## src/rtl/mc_mem_pkg.sv

```systemverilog
`default_nettype none
// ============================================================================
//  Module   : mc_mem_pkg
//  Purpose  : Shared types and constants for the multi-cycle memory responder:
//             FSM state encoding, word size, error read-data value, the legal
//             wait-state maximum and the address legality check.
//  Ports    : none (package)
//  Revision : 1.0 - initial release
// ============================================================================
package mc_mem_pkg;

  typedef enum logic [1:0] {
    ST_IDLE = 2'd0,
    ST_BUSY = 2'd1,
    ST_RESP = 2'd2
  } state_t;

  localparam int          WORD_BYTES      = 4;
  localparam logic [31:0] ERR_RDATA       = 32'h0;
  localparam int          WAIT_CYCLES_MAX = 15;

  // A request is illegal when it is not word aligned or when any byte-address
  // bit above the word-index field is set.
  function automatic logic addr_is_bad(input logic [31:0] addr, input int aw);
    return (addr[1:0] != 2'b00) || ((addr >> (aw + 2)) != 32'd0);
  endfunction

endpackage
`default_nettype wire

```

## src/rtl/mc_mem_responder_if.sv

```systemverilog
`default_nettype none
// ============================================================================
//  Module   : mc_mem_responder_if
//  Purpose  : Request/response bundle between the core (master) and the
//             memory responder (slave).
//  Signals  : req_valid/req_ready handshake, req_we, req_addr (byte address),
//             req_wdata; resp_valid pulse, resp_rdata, resp_err.
//  Revision : 1.0 - initial release
// ============================================================================
interface mc_mem_responder_if;
  logic        req_valid;
  logic        req_ready;
  logic        req_we;
  logic [31:0] req_addr;
  logic [31:0] req_wdata;
  logic        resp_valid;
  logic [31:0] resp_rdata;
  logic        resp_err;

  modport master (
    output req_valid, req_we, req_addr, req_wdata,
    input  req_ready, resp_valid, resp_rdata, resp_err
  );

  modport slave (
    input  req_valid, req_we, req_addr, req_wdata,
    output req_ready, resp_valid, resp_rdata, resp_err
  );
endinterface
`default_nettype wire

```

## src/rtl/mc_word_ram.sv

```systemverilog
`default_nettype none
// ============================================================================
//  Module   : mc_word_ram
//  Purpose  : 2**ADDR_WIDTH x 32 word memory, one synchronous write port and
//             one synchronous read port with read enable. The read register
//             only changes when i_re is high, so its value is held between
//             reads. Contents are not reset.
//  Ports    : clk, i_we/i_waddr/i_wdata (write), i_re/i_raddr (read),
//             o_rdata (registered read data)
//  Revision : 1.0 - initial release
// ============================================================================
module mc_word_ram #(
  parameter int ADDR_WIDTH = 6
) (
  input  wire logic                  clk,
  input  wire logic                  i_we,
  input  wire logic [ADDR_WIDTH-1:0] i_waddr,
  input  wire logic [31:0]           i_wdata,
  input  wire logic                  i_re,
  input  wire logic [ADDR_WIDTH-1:0] i_raddr,
  output logic      [31:0]           o_rdata
);

  localparam int c_DEPTH = 2 ** ADDR_WIDTH;

  logic [31:0] r_mem [c_DEPTH];
  logic [31:0] r_rdata;

  always_ff @(posedge clk) begin
    if (i_we) begin
      r_mem[i_waddr] <= i_wdata;
    end
    if (i_re) begin
      r_rdata <= r_mem[i_raddr];
    end
  end

  assign o_rdata = r_rdata;

endmodule
`default_nettype wire

```

## src/rtl/mc_mem_responder.sv

```systemverilog
`default_nettype none
// ============================================================================
//  Module   : mc_mem_responder
//  Purpose  : Memory-side responder for the multi-cycle core's shared memory
//             port. Accepts one request at a time, waits WAIT_CYCLES busy
//             cycles, then pulses resp_valid for one cycle with read data and
//             an error flag. A side-band load port preloads memory while idle.
//  Ports    : clk, reset (async, active high)
//             bus        - slave side of mc_mem_responder_if
//             i_load_en  - preload strobe (honoured only in IDLE)
//             i_load_addr- preload word index
//             i_load_data- preload data
//  Revision : 1.0 - initial release
// ============================================================================
module mc_mem_responder
  import mc_mem_pkg::*;
#(
  parameter int ADDR_WIDTH  = 6,
  parameter int WAIT_CYCLES = 2
) (
  input  wire logic                  clk,
  input  wire logic                  reset,
  mc_mem_responder_if.slave          bus,
  input  wire logic                  i_load_en,
  input  wire logic [ADDR_WIDTH-1:0] i_load_addr,
  input  wire logic [31:0]           i_load_data
);

  localparam logic [3:0] c_WAIT_LOAD = (WAIT_CYCLES == 0) ? 4'd0 : 4'(WAIT_CYCLES - 1);

  state_t      r_state;
  logic [3:0]  r_cnt;
  logic        r_we;
  logic [31:0] r_addr;
  logic [31:0] r_wdata;
  logic        r_resp_valid;
  logic        r_resp_err;
  logic        r_rdata_sel;   // 1: present RAM read data, 0: present ERR_RDATA

  logic                  w_in_idle;
  logic                  w_req_ready;
  logic                  w_accept;
  logic                  w_enter_resp;
  logic                  w_op_we;
  logic [31:0]           w_op_addr;
  logic [31:0]           w_op_wdata;
  logic                  w_op_err;
  logic [ADDR_WIDTH-1:0] w_index;
  logic                  w_mem_we;
  logic                  w_mem_re;
  logic                  w_load_we;
  logic                  w_ram_we;
  logic [ADDR_WIDTH-1:0] w_ram_waddr;
  logic [31:0]           w_ram_wdata;
  logic [31:0]           w_ram_q;

  assign w_in_idle   = (r_state == ST_IDLE);
  // Load has priority over a request; nothing is accepted while reset is held.
  assign w_req_ready = w_in_idle & ~i_load_en & ~reset;
  assign w_accept    = bus.req_valid & w_req_ready;

  // With zero wait states the access happens on the accept edge itself, so
  // the live request fields are used instead of the (not yet loaded) capture.
  assign w_enter_resp = (w_accept && (WAIT_CYCLES == 0)) ||
                        ((r_state == ST_BUSY) && (r_cnt == 4'd0));
  assign w_op_we      = w_in_idle ? bus.req_we    : r_we;
  assign w_op_addr    = w_in_idle ? bus.req_addr  : r_addr;
  assign w_op_wdata   = w_in_idle ? bus.req_wdata : r_wdata;
  assign w_op_err     = addr_is_bad(w_op_addr, ADDR_WIDTH);
  assign w_index      = w_op_addr[ADDR_WIDTH+1:2];

  assign w_mem_we  = w_enter_resp & w_op_we  & ~w_op_err;
  assign w_mem_re  = w_enter_resp & ~w_op_we & ~w_op_err;
  assign w_load_we = w_in_idle & i_load_en & ~reset;

  // Load and request writes never collide: a request write from IDLE needs
  // an acceptance, which a pending load blocks.
  assign w_ram_we    = w_load_we | w_mem_we;
  assign w_ram_waddr = w_load_we ? i_load_addr : w_index;
  assign w_ram_wdata = w_load_we ? i_load_data : w_op_wdata;

  mc_word_ram #(
    .ADDR_WIDTH (ADDR_WIDTH)
  ) u_ram (
    .clk     (clk),
    .i_we    (w_ram_we),
    .i_waddr (w_ram_waddr),
    .i_wdata (w_ram_wdata),
    .i_re    (w_mem_re),
    .i_raddr (w_index),
    .o_rdata (w_ram_q)
  );

  always_ff @(posedge clk or posedge reset) begin
    if (reset) begin
      r_state      <= ST_IDLE;
      r_cnt        <= 4'd0;
      r_we         <= 1'b0;
      r_addr       <= 32'd0;
      r_wdata      <= 32'd0;
      r_resp_valid <= 1'b0;
      r_resp_err   <= 1'b0;
      r_rdata_sel  <= 1'b0;
    end else begin
      r_resp_valid <= w_enter_resp;
      if (w_enter_resp) begin
        r_resp_err  <= w_op_err;
        r_rdata_sel <= w_mem_re;
      end

      case (r_state)
        ST_IDLE: begin
          if (w_accept) begin
            r_we    <= bus.req_we;
            r_addr  <= bus.req_addr;
            r_wdata <= bus.req_wdata;
            if (WAIT_CYCLES == 0) begin
              r_state <= ST_RESP;
            end else begin
              r_cnt   <= c_WAIT_LOAD;
              r_state <= ST_BUSY;
            end
          end
        end
        ST_BUSY: begin
          if (r_cnt == 4'd0) begin
            r_state <= ST_RESP;
          end else begin
            r_cnt <= r_cnt - 4'd1;
          end
        end
        ST_RESP: begin
          r_state <= ST_IDLE;
        end
        default: begin
          r_state <= ST_IDLE;
        end
      endcase
    end
  end

  assign bus.req_ready  = w_req_ready;
  assign bus.resp_valid = r_resp_valid;
  assign bus.resp_err   = r_resp_err;
  assign bus.resp_rdata = r_rdata_sel ? w_ram_q : ERR_RDATA;

endmodule
`default_nettype wire

```

## src/flat_wrapper.sv

```systemverilog
// flat-port wrapper written by rule: the top's interface ports become plain ports
module mc_mem_responder_flat import mc_mem_pkg::*;
#(
  parameter int ADDR_WIDTH  = 6,
  parameter int WAIT_CYCLES = 2
)
  (clk, reset, i_load_en, i_load_addr, i_load_data, bus_req_valid, bus_req_we, bus_req_addr, bus_req_wdata, bus_req_ready, bus_resp_valid, bus_resp_rdata, bus_resp_err);
  mc_mem_responder_if bus_i ();
  input  wire logic clk;
  input  wire logic reset;
  input  wire logic i_load_en;
  input  wire logic [ADDR_WIDTH-1:0] i_load_addr;
  input  wire logic [31:0] i_load_data;
  input wire logic [$bits(bus_i.req_valid)-1:0] bus_req_valid;
  input wire logic [$bits(bus_i.req_we)-1:0] bus_req_we;
  input wire logic [$bits(bus_i.req_addr)-1:0] bus_req_addr;
  input wire logic [$bits(bus_i.req_wdata)-1:0] bus_req_wdata;
  output wire logic [$bits(bus_i.req_ready)-1:0] bus_req_ready;
  output wire logic [$bits(bus_i.resp_valid)-1:0] bus_resp_valid;
  output wire logic [$bits(bus_i.resp_rdata)-1:0] bus_resp_rdata;
  output wire logic [$bits(bus_i.resp_err)-1:0] bus_resp_err;
  assign bus_i.req_valid = bus_req_valid;
  assign bus_i.req_we = bus_req_we;
  assign bus_i.req_addr = bus_req_addr;
  assign bus_i.req_wdata = bus_req_wdata;
  assign bus_req_ready = bus_i.req_ready;
  assign bus_resp_valid = bus_i.resp_valid;
  assign bus_resp_rdata = bus_i.resp_rdata;
  assign bus_resp_err = bus_i.resp_err;
  mc_mem_responder #(.ADDR_WIDTH(ADDR_WIDTH), .WAIT_CYCLES(WAIT_CYCLES)) u_core (.clk(clk), .reset(reset), .bus(bus_i), .i_load_en(i_load_en), .i_load_addr(i_load_addr), .i_load_data(i_load_data));
endmodule
```

## config.mk

```make
export PLATFORM = sky130hd
export DESIGN_NAME = mc_mem_responder_flat
export DESIGN_NICKNAME = d
export VERILOG_FILES = /design/src/rtl/mc_mem_pkg.sv /design/src/rtl/mc_mem_responder_if.sv /design/src/rtl/mc_word_ram.sv /design/src/rtl/mc_mem_responder.sv /design/src/flat_wrapper.sv
export SDC_FILE = /design/constraint.sdc
export NUM_CORES = 2
export LEC_CHECK = 0
export BUFFER_PORTS_ARGS = -buffer_cell sky130_fd_sc_hd__buf_4
export CAP_MARGIN = 20
export CELL_PAD_IN_SITES_DETAIL_PLACEMENT = 1
export CELL_PAD_IN_SITES_GLOBAL_PLACEMENT = 1
export CORE_MARGIN = 2
export CORE_UTILIZATION = 45
export DETAILED_ROUTE_END_ITERATION = 16
export GPL_TIMING_DRIVEN = 0
export PLACE_DENSITY_LB_ADDON = 0.25
export SLEW_MARGIN = 10
export SYNTH_ARGS = -nofsm -noshare
export SYNTH_HDL_FRONTEND = slang
export SYNTH_SLANG_ARGS = --single-unit
export TNS_END_PERCENT = 10
```

## constraint.sdc

```tcl
create_clock -name clk -period 8.1 [get_ports clk]
set_input_delay 1.215 -clock clk [delete_from_list [all_inputs] [get_ports clk]]
set_output_delay 1.215 -clock clk [all_outputs]
set_load 0.05 [all_outputs]
```

[Word-level counts from Yosys, hierarchy flattened]
Memories as Yosys holds them, arrays and structs flattened. A register that Yosys moved wholly into a read port is not among the register bits.
Cells that the tools add are included.
Word-level totals
  register bits: 74
  latch bits: 0
  RAM bits: 2048
  memory bits (read-only): 0
  memories: 1
Memory list
  u_core.u_ram.r_mem: words 64, width 32, rd ports 1, clocked after memory_dff 1, wr ports 1, line mc_word_ram.sv:26  | logic [31:0] r_mem [c_DEPTH];
Operators by class
  add/sub/neg operators: 1
  multiply operators: 0
  divide/modulo/power cells: 0
  order comparisons: 0
  eq/ne operators: 4
  shift operators: 0
  muxes and demuxes: 14
  bitwise gates (word level): 14
  reduce and logical (&&, ||, !) cells: 10
Operator list (number)
  $mux 32: 4
  $reduce_bool 32->1: 1
  $and 1x1->1: 9
  $mux 4: 2
  $pmux 4 s2: 1
  $mux 6: 1
  $ne 2x2->1 const B: 3
  $logic_not 4->1: 1
  $mux 2: 2
  $not 1->1: 4
  $pmux 2 s2: 1
  $reduce_and 2->1: 2
  $reduce_bool 2->1: 2
  $sub 4x1->4 const B: 1
  $mux 1: 3
  $reduce_and 3->1: 1
  $eq 2x1->1 const B: 1
  $logic_not 2->1: 1
  $logic_and 1x1->1: 1
  $logic_or 1x1->1: 1
  $or 1x1->1: 1

[Depth between registers and ports, before layout]
  depth after elaboration: 9
  gate-level depth with buffers: 12
  gate-level depth less buffers: 8

[Hierarchy]
From an unflattened synthesis, not the netlist that was laid out.
Second synthesis, totals
  cell total of the unflattened synthesis: 3824
  area total of the unflattened synthesis: 82909.5 um^2
Modules (own cells, without submodules)
  mc_word_ram: times used 1, cells an instance 3324, area each 78835.6 um^2, sequential area each 62459.9 um^2
  mc_mem_responder: times used 1, cells an instance 500, area each 4073.9 um^2, sequential area each 1851.8 um^2

[Worst setup path after synthesis]
Ideal clock, no wire load.
  path kind: input -> register
  from: input port reset
  to: memory u_core.u_ram.r_mem[0][10], data pin
  arrival: 5.558 ns
  required time: 7.512 ns
  slack: 1.954 ns
  stages: 5
  buffers on the path: 2
  path through: inv_1 -> nand3_1 -> clkbuf_1 -> buf_1 -> a31oi_1
On the way
  cells in the longest elaborated chain, start to end: 3
RTL lines
  start, declared: line flat_wrapper.sv:10  | input wire logic reset;
  $not 1->1: line mc_mem_responder.sv:74  | assign w_load_we = w_in_idle & i_load_en & ~reset;
  $and 1x1->1: line mc_mem_responder.sv:74
  $mux 32: line mc_mem_responder.sv:80  | assign w_ram_wdata = w_load_we ? i_load_data : w_op_wdata;
  net u_core.u_ram.i_wdata[10]: line mc_word_ram.sv:18  | input wire logic [31:0] i_wdata,
  end, declared: line mc_word_ram.sv:26
The timed path passes the listed nets, and every way through them passes these cells.

[Final worst setup path]
  from: register u_core.r_state[1]
  to: memory u_core.u_ram.r_mem[41][13], enable pin
On the way
  cells in the longest elaborated chain, start to end: 9
RTL lines
  start, declared: line mc_mem_responder.sv:31  | state_t r_state;
  start signal, assigned: line mc_mem_responder.sv:96  | r_state <= ST_IDLE;
  start signal, assigned: line mc_mem_responder.sv:118  | r_state <= ST_RESP;
  start signal, assigned: line mc_mem_responder.sv:121  | r_state <= ST_BUSY;
  $logic_not 2->1: line mc_mem_responder.sv:57  | assign w_in_idle = (r_state == ST_IDLE);
  $mux 32: line mc_mem_responder.sv:67  | assign w_op_addr = w_in_idle ? bus.req_addr : r_addr;
  $reduce_bool 32->1 / $reduce_bool 2->1 (equally long branches): line mc_mem_pkg.sv:25  | return (addr[1:0] != 2'b00) || ((addr >> (aw + 2)) != 32'd0);
  $logic_or 1x1->1: line mc_mem_pkg.sv:25
  $not 1->1: line mc_mem_responder.sv:72  | assign w_mem_we = w_enter_resp & w_op_we & ~w_op_err;
  $and 1x1->1: line mc_mem_responder.sv:72
  $or 1x1->1: line mc_mem_responder.sv:78  | assign w_ram_we = w_load_we | w_mem_we;
  $mux 1: line mc_word_ram.sv:30  | if (i_we) begin
  $mux 1 (implied by the code): line mc_word_ram.sv:31  | r_mem[i_waddr] <= i_wdata;
Parallel ways exist; a longest one is shown, timed or not.

==> results.toml <==
[drt]
wl_um = 308000
drt_iter0_markers = 7281
ant_nets = 0
drc = 0
wl_per_cell_um = 37.6
via_per_inst = 6.46
first_pass_iters = 8
vias = 52900

[final_layout]
final_cell_mix = "edfxtp_1 (2080), mux2i_1 (484), nand2_1 (423), clkbuf_1 (317), mux4_2 (256)"
syn_to_final_growth_pct = 18.8
drive_above_1_share = 0.192
layout_commonest_cell = "edfxtp_1"
nNetsFinal = 5604

[grt]
grt_pass1_wl_um = 422000
overflow = 0
grt_pass1_vias = 53300
grt_usage = 0.314
antenna_found_initial = 31
grt_max_degree = 60

[clocking]
insertion_delay_ns = 0.86
cts_hold_buf = 0
cts_tree = "done"
postCtsResizedCells = 0
clk_pin_slew_ns = 0.07
numCtsBuffers = 211
clock_path_buffers = 3
postCtsSetupRepairBufs = 0
root_buffer = "clkbuf_16"
cts_sinks = 2154
htree_levels = 4

[logic_synthesis]
synth_area_per_cell_um2 = 17.5
synthCells = 4935
yosys_warnings = 0
ys_types = 51
yosys_most_used_dff = "edfxtp_1"
synth-seq-cells = 2154
synth_edf_count = 2080
yosysSeqAreaShare = 0.746
async_flop_share = 0.0344
synth-adder-area-share = 0.000145
syn-cell-area_um2 = 86200
syn_nets = 5043
synthXorXnorAreaFrac = 0
synth_top_family_by_area = "multiplexers"
synth-compound-area-share = 0.0552
synth-simple-area-share = 0.0566
synthMuxAreaShare = 0.126

[floorplanning]
dieArea_um2 = 195000
pin_count = 142
core_area_um2 = 190000
die_x_um = 442
rows = 160
start_util = 0.453
die_height_um = 442

[critical_path]
cp_top_family = "buffers and inverters"
path_cells = "or2_1, clkbuf_1, clkbuf_1, nand4_1, a211oi_1, a31o_2, nand2_1, nor2_4, buf_16"
worstSetupEndpointType = "register"
cp.arrival_ns = 6.36
worstPathRequired_ns = 8.63
crit_top_cell = "clkbuf_1"
r2r-start = "u_core.r_state[1]"
path_buf_inv = 3
worstSetupStartpointType = "register"
worstPathMaxFanout = 17
slowest_stage = "a211oi_1"
path_class = "register to register"
slowest_delay_ns = 1.01
crit_path_start = "u_core.r_state[1]"

[timing]
max_freq_ghz = 0.172
slew_headroom = 0.124
finalCritPeriodShare = 0.719
finalCriticalPeriod_ns = 5.83
rsz0062_at_grt = "no"
setup_viol = 0
tightest_slew_ns = 1.31
finClkSkew_ns = 0.0312
holdWs_ns = 0.334
finalHoldViolCount = 0
finalMaxSlewViolations = 0

[worst_hold_path]
hold_class = "primary input to async pin"

[outcome]
outcome = "completed"

[power]
leakagePower_uw = 0.0340
finalPower_uw = 42000
powerDensity_nw_per_um2 = 410
ir_drop_v = 0.000256

[placed_design]
place_congestion = 0.926
io_buffers = 140
dp_hpwl_um = 219000

[job]
cap_violations = 0
[area by class of cell]
| cell class | count | area (um^2) |
|---|---|---|
| Clock inverter | 101 | 925 |
| Inverter | 8 | 32.5 |
| Tap cell | 2511 | 3140 |
| Buffer | 335 | 1360 |
| Timing Repair Buffer | 348 | 5180 |
| Fill cell | 17200 | 87800 |
| Multi-Input combinational cell | 2438 | 21700 |
| Sequential cell | 2154 | 64300 |
| Antenna cell | 11 | 27.5 |
| Clock buffer | 282 | 5710 |
[routing by layer]
metal	global-route usage	part of all wire	vias up
met5	0	0.00059	-
met4	0.192	0.073	26
met3	0.0648	0.087	772
met2	0.506	0.48	2939
met1	0.392	0.36	28100
li1	-	-	21100
[synthesized netlist by cell type, drive strengths merged, types with 35 or more instances]
| cell | instances | area share |
|---|---|---|
| edfxtp | 2080 | 0.72 |
| mux2i | 484 | 0.056 |
| nand2 | 423 | 0.018 |
| clkbuf | 257 | 0.011 |
| mux4 | 256 | 0.067 |
| nor2 | 243 | 0.011 |
| a31oi | 136 | 0.0099 |
| a211oi | 129 | 0.011 |
| and3 | 129 | 0.0094 |
| a22oi | 128 | 0.011 |
| buf | 78 | 0.0046 |
| dfrtp | 74 | 0.021 |
| nor4 | 74 | 0.0054 |
| o211ai | 64 | 0.0056 |
| o32ai | 64 | 0.0065 |
| and2 | 36 | 0.0026 |
| a21oi | 35 | 0.0020 |
| nand2b | 35 | 0.0025 |
| nand3 | 35 | 0.0020 |
[power by group]
group          switching, uW  total (uW)  internal [uW]
Clock                   4240        9650           5410
Combinational          12100       17500           5380
Sequential               152       14900          14700
Total                  16500       42000          25500
[worst paths after layout]
| kind | to | slack, ns | cells past startpoint |
|---|---|---|---|
| setup reg to reg | u_core.u_ram.r_mem[41][13] | 2.27 | 9 |
| hold reg to reg | u_core.r_wdata[12] | 0.48 | 2 |
| max in group asynchronous | u_core.r_wdata[23] | 7.15 | 3 |
| hold / removal | u_core.r_addr[23] | 0.33 | 2 |
| setup / recovery | u_core.u_ram.r_mem[41][13] | 2.27 | 9 |
| min in group clk | u_core.r_wdata[12] | 0.48 | 2 |
[stage by stage]
stage | TNS [ns] | util | worst slack, ns | std cells | area (um^2)
2_1_floorplan | 0 | - | 1.95 | 4935 | 86200
3_3_place_gp | -9255.81 | 0.475 | -4.68 | 7586 | 90300
3_5_place_dp | 0 | 0.503 | 1.93 | 7787 | 95700
4_1_cts | 0 | 0.538 | 2.54 | 8170 | 102000
5_1_grt | 0 | 0.538 | 2.29 | 8178 | 102000
6_report | 0 | 0.538 | 2.27 | 8188 | 102000
[registers in the layout, indices dropped and copies added, names as in the netlist, 2 cells and up]
| register | cells |
|---|---|
| u_core.u_ram.r_mem | 2048 |
| u_core.r_wdata | 32 |
| u_core.r_state | 2 |
| u_core.r_cnt | 4 |
| u_core.r_addr | 32 |
| u_core.u_ram.o_rdata | 32 |
[cell families (layout without fill, tap and decap cells)]
logic type      Yosys count  count (layout)
fa+ha+maj                 1               1
buf+inv                 343            1074
mux                     758             758
flops                  2154            2154
simple gates           1035            1035
compound gates          644             644
other cells               0              11
No activity file was read; power rests on OpenSTA's default activity.
